$ cat src/rtl/zuc_dw_pack.sv
// Width up-converter: packs RATIO W-bit words into one registered output beat.
// Short final groups flush zero-padded, with a per-word keep mask.
module zuc_dw_pack #(
    parameter int W     = 32,
    parameter int RATIO = 2
) (
    input  logic               clk,
    input  logic               rst_n,
    input  logic               s_valid,
    output logic               s_ready,
    input  logic               s_last,
    input  logic [W-1:0]       s_data,
    output logic               m_valid,
    input  logic               m_ready,
    output logic               m_last,
    output logic [RATIO-1:0]   m_keep,
    output logic [RATIO*W-1:0] m_data
);
    localparam int IW = (RATIO > 1) ? $clog2(RATIO) : 1;

    logic [IW-1:0]      idx_q, idx_d;
    logic [RATIO*W-1:0] acc_q, acc_d;
    logic [RATIO*W-1:0] data_q, data_d;
    logic [RATIO-1:0]   keep_q, keep_d;
    logic               last_q, last_d;
    logic               valid_q, valid_d;

    logic               take;
    logic               done;
    logic [RATIO*W-1:0] slot;
    logic [RATIO-1:0]   kmask;

    assign s_ready = !valid_q || m_ready;
    assign take    = s_valid && s_ready;
    assign done    = s_last || (idx_q == IW'(RATIO - 1));

    // Slots above idx are always zero in acc, so OR-ing in the new word
    // yields the zero-padded beat directly.
    always_comb begin
        slot  = '0;
        kmask = '0;
        for (int k = 0; k < RATIO; k++) begin
            if (IW'(k) == idx_q) slot[W*(RATIO-k)-1 -: W] = s_data;
            if (IW'(k) <= idx_q) kmask[RATIO-1-k] = 1'b1;
        end
    end

    always_comb begin
        idx_d   = idx_q;
        acc_d   = acc_q;
        data_d  = data_q;
        keep_d  = keep_q;
        last_d  = last_q;
        valid_d = valid_q;
        if (m_ready) valid_d = 1'b0;
        if (take) begin
            if (done) begin
                data_d  = acc_q | slot;
                keep_d  = kmask;
                last_d  = s_last;
                valid_d = 1'b1;
                idx_d   = '0;
                acc_d   = '0;
            end else begin
                acc_d = acc_q | slot;
                idx_d = idx_q + IW'(1);
            end
        end
    end

    always_ff @(posedge clk or negedge rst_n) begin
        if (!rst_n) begin
            idx_q   <= '0;
            acc_q   <= '0;
            data_q  <= '0;
            keep_q  <= '0;
            last_q  <= 1'b0;
            valid_q <= 1'b0;
        end else begin
            idx_q   <= idx_d;
            acc_q   <= acc_d;
            data_q  <= data_d;
            keep_q  <= keep_d;
            last_q  <= last_d;
            valid_q <= valid_d;
        end
    end

    assign m_valid = valid_q;
    assign m_last  = last_q;
    assign m_keep  = keep_q;
    assign m_data  = data_q;
endmodule
$ cat config.mk
export PLATFORM = sky130hd
export DESIGN_NAME = zuc_dw_pack
export DESIGN_NICKNAME = d
export VERILOG_FILES = /design/src/rtl/zuc_dw_pack.sv
export SDC_FILE = /design/constraint.sdc
export NUM_CORES = 1
export LEC_CHECK = 0
export CORE_ASPECT_RATIO = 1.4
export CORE_MARGIN = 2
export CORE_UTILIZATION = 50
export CTS_CLUSTER_SIZE = 28
export DETAILED_ROUTE_END_ITERATION = 12
export GPL_ROUTABILITY_DRIVEN = 0
export PLACE_DENSITY = 0.78
export SYNTH_ARGS = -nofsm -noshare
export SYNTH_HDL_FRONTEND = slang
export SYNTH_SLANG_ARGS = --single-unit
$ cat constraint.sdc
create_clock -name clk -period 2.9 [get_ports clk]
set_input_delay 0.435 -clock clk [delete_from_list [all_inputs] [get_ports clk]]
set_output_delay 0.435 -clock clk [all_outputs]
set_load 0.02 [all_outputs]
# Word level (Yosys, flattened, before mapping)
# Cells that the tools add are included.
[classes]
eq_ne = 0
n_bitwise = 1
div_mod_pow = 0
n_lt_le_gt_ge = 2
shift = 0
n_addsub = 1
n_reduce_logical = 5
mul = 0
muxes = 9
[op_table]
columns = ["cell", "count"]
rows = [
  ["2-to-1 mux 32 bit", 2],
  ["2-to-1 mux 64 bit", 1],
  ["bitwise OR 64 bit", 1],
  ["2-to-1 mux 1 bit", 6],
  ["<= comparator 1 bit (first input constant)", 2],
  ["logical OR 1 bit", 2],
  ["AND reduction 2 bit", 1],
  ["adder 1 bit (second input constant)", 1],
  ["logical AND 1 bit", 1],
  ["logical NOT 1 bit", 1],
]
[totals]
romBits = 0
input_bits = 37
out_inout_bits = 69
mem_count = 0
mem_bits_rw = 0
latchBits = 0
reg_bits = 133

# Logic depth before layout (Yosys ltp)
[logic_depth]
ltp_word = 4
ltp_mapped = 6
depth_no_buf = 3

# Worst setup path before layout
# Ideal clock, no wire load.
[synth_timing]
path_kind = "flip-flop to output port"
from = "register valid_q (netlist: m_valid)"
to = "output port s_ready"
t_arrival_ps = 981
n_path_buf = 2
stages_incl_launch_ff = 4
setup_slack_ps = 1484
required_ps = 2465
path_cell_list = "dfrtp_1 nand2b_1 buf_2 buf_2"
[synth_between]
elab_chain_cells = 2
[synth_lines]
columns = ["item", "line", "rtl"]
rows = [
  ["start, declared", "26", "logic valid_q, valid_d;"],
  ["start signal, assigned", "85", "valid_q <= valid_d;"],
  ["logical NOT 1 bit", "33", "assign s_ready = !valid_q || m_ready;"],
  ["logical OR 1 bit", "33", ""],
  ["end, declared", "10", "output logic s_ready,"],
]
# No other way between the ends.

# Worst setup path in the final report
[layout_timing]
from = "register idx_q"
to = "register data_q[42] (netlist: m_data[42])"
[layout_between]
elab_chain_cells = 2
[layout_lines]
columns = ["item", "line", "rtl"]
rows = [
  ["start, declared", "21", "logic [IW-1:0] idx_q, idx_d;"],
  ["start signal, assigned", "80", "idx_q <= idx_d;"],
  ["2-to-1 mux 32 bit or logical OR 1 bit (tied branches)", "43, 35", ""],
  ["bitwise OR 64 bit or AND reduction 2 bit (tied branches)", "-", ""],
  ["end signal, assigned", "82", "data_q <= data_d;"],
  ["end, declared", "23", "logic [RATIO*W-1:0] data_q, data_d;"],
]
# Several ways; a longest one is shown, not always the timed one.
# A chain may end at the register's enable or synchronous reset.

==> flow_summary.yaml <==
outcome:
  status: "finished, final reports clean"
final_layout:
  stdcell_area_um2: 7000
  finalNetCount: 604
  fillers: 811
  post-route-util_pct: 67.6
  n_antenna_cell: 0
  drive_gt1_share_pct: 7.27
  stdcell_count: 716
  area_growth_pct: 32.1
clock_network:
  post-cts-setup-buffers: 0
  cts_tree: "done"
  ctsResizeCount: 0
  clock-sinks: 133
  root_buffer: "clkbuf_16"
  clkLatencyLatePin_ns: 0.41
  hold_buffers: 0
  clk_pin_slew_worst_paths_ns: 0.05
  clk_path_buf_depth: 2
  cts_made_buffers: 17
  cts.htree.levels: 4
floorplan:
  die-area_um2: 11500
  start_util_pct: 51.2
  die_y_um: 126
  io_pins: 106
  core_area_um2: 10300
  num_rows: 44
  die_w_um: 91.0
grt:
  grt_util_all_layers_pct: 22.2
  grt_pass1_vias: 4162
  antenna_found_initial: 0
  grt_max_degree: 68
  overflow: 0
  grt_pass1_wl_um: 20000
logic_synthesis:
  syn_inst: 462
  syn_nets: 499
  netlist_area_um2: 5300
  synth_top_area_share_pct: 62.8
  yosysWarningCount: 0
  synth.yosys.seq_area_share_pct: 62.8
  synthTopCellsByArea: "dfrtp_1 (63%), mux2i_1 (12%), a21oi_1 (6.1%)"
  synth.avg_cell_area_um2: 11.5
  synth-seq-cells: 133
  yosys.area.top_type: "dfrtp_1"
  ys_types: 17
power_and_ir_drop:
  power_frac_comb_pct: 30.2
  p_per_area_nw_per_um2: 901
  ir_drop_mv: 0.495
  switching_share_pct: 31.5
  p_clk_share_pct: 29.9
  finalPower_mw: 6.31
  intPower_mw: 4.32
  p_sw_mw: 1.99
  p_seq_share_pct: 39.9
  p_leak_nw: 3.28
setup_path:
  start_kind: "flip-flop"
  path_max_fanout: 32
  crit_type: "flip-flop to flip-flop"
  crit_arrival_ns: 2.39
  end_kind: "flip-flop"
  cp.required_ns: 3.23
timing:
  finalHoldViolations: 0
  worst_slack_ns: 0.844
  clock.fmax_mhz: 486
  relSlewSlack_pct: 21.9
  worst_pin_slew_ns: 1.17
  finClkSkew_ns: 0.00381
  grt_setup_unrepaired: "no"
  drv_slew: 0
  post-route-min-period_ns: 2.06
  setup_tns_ns: 0
  whs_ns: 0.00141
  setup_violations: 0
  finalCritPeriodShare_pct: 70.9
placement:
  preCtsSetupSlack_ns: 0.757
  io_buffers: 105
  placed_area_um2: 6480
  placed_cells: 686
  dp.final_hpwl_um: 7590
routing:
  drc: 0
  vias: 3819
  drtIter0Drc: 262
  postRouteAntennaNets: 0
  route.detailed.wl_per_inst_um: 16.9
  drt-pass1-iter-count: 4
  wl_um: 12100
  viasPerCell: 5.33
worst_hold_path:
  hp-class: "input port to async pin"
job:
  drv_cap: 0
==> per-layer routing <==
layer  vias to the layer above  share of wire, %  track usage, %
li1                       1734                 -               -
met1                      1932                40            25.8
met2                       126                53            38.8
met3                        27               4.6            5.68
met4                         0               2.4            9.71
met5                         -                 0               0
==> power groups by stage <==
stage               sequential, mW  clock [mW]  combinational, mW
detailed placement            2.54           0               1.91
global route                  2.57        2.00               2.05
CTS                           2.53        1.92               1.93
floorplan                     2.88           0              0.617
global placement              2.53           0               1.86
finish                        2.52        1.89               1.90
==> cells by family after synthesis <==
kind of cell           Yosys count  share of synthesized area, %
flip-flops                     133                          62.8
multiplexers                    64                          12.1
buffers and inverters           94                          7.88
AND/OR/NAND/NOR                 70                          6.61
AO/OA/AOI/OAI                  101                          10.6
==> layout by cell type (no fill, tap or decap), types with 2 or more instances in the layout <==
master,instances
clkbuf_8,4
clkdlybuf4s50_1,103
a31oi_1,32
dfrtp_1,133
buf_12,4
inv_1,65
clkbuf_1,4
nand3_1,2
nor2_1,33
clkinv_2,5
and2_1,32
a21oi_1,65
a21bo_2,2
buf_4,6
mux2i_1,64
clkbuf_16,17
==> path summary, 6_finish.rpt <==
path | start | end | slack, ns | depth (start not counted)
hold reg to reg | m_keep[1]$_DFFE_PN0P_ | m_keep[1]$_DFFE_PN0P_ | 0.47 | 1
setup reg to reg | idx_q$_DFFE_PN0P_ | m_data[42]$_DFFE_PN0P_ | 0.84 | 3
hold / removal | rst_n | m_data[27]$_DFFE_PN0P_ | 0.001 | 1
setup / recovery | idx_q$_DFFE_PN0P_ | m_data[42]$_DFFE_PN0P_ | 0.84 | 3
min in group clk | s_valid | idx_q$_DFFE_PN0P_ | 0.45 | 3
max in group asynchronous | rst_n | m_data[33]$_DFFE_PN0P_ | 2.10 | 2
==> Yosys cell counts, drive strengths merged <==
cell / number
and2: 32
inv: 65
clkbuf: 14
nand2: 1
nor2: 33
o211ai: 1
a21oi: 65
o211a: 1
mux2i: 64
nand3: 2
nand2b: 2
dfrtp: 133
a31oi: 32
buf: 15
a21bo: 2
==> critical path: stages, from the launching register on <==
cell,delay (ns)
dfrtp_1,0.60
inv_1,0.96
a21oi_1,0.21
mux2i_1,0.20
==> flip-flops by register name (all words and copies together) (netlist names) <==
signal / flops
acc_q: 64
m_data: 64
m_keep: 2
idx_q: 1
m_last: 1
m_valid: 1
==> cell type report <==
type	count	area (um^2)	area share [%]
clock buffers	25	495	7.08
well taps	138	173	2.47
flip-flops and latches	133	3330	47.5
repair buffers	115	1170	16.7
clock inverters	5	25.0	0.357
multi-input cells	235	1560	22.3
inverters	65	244	3.48
Power figures use the tool's default switching activity.
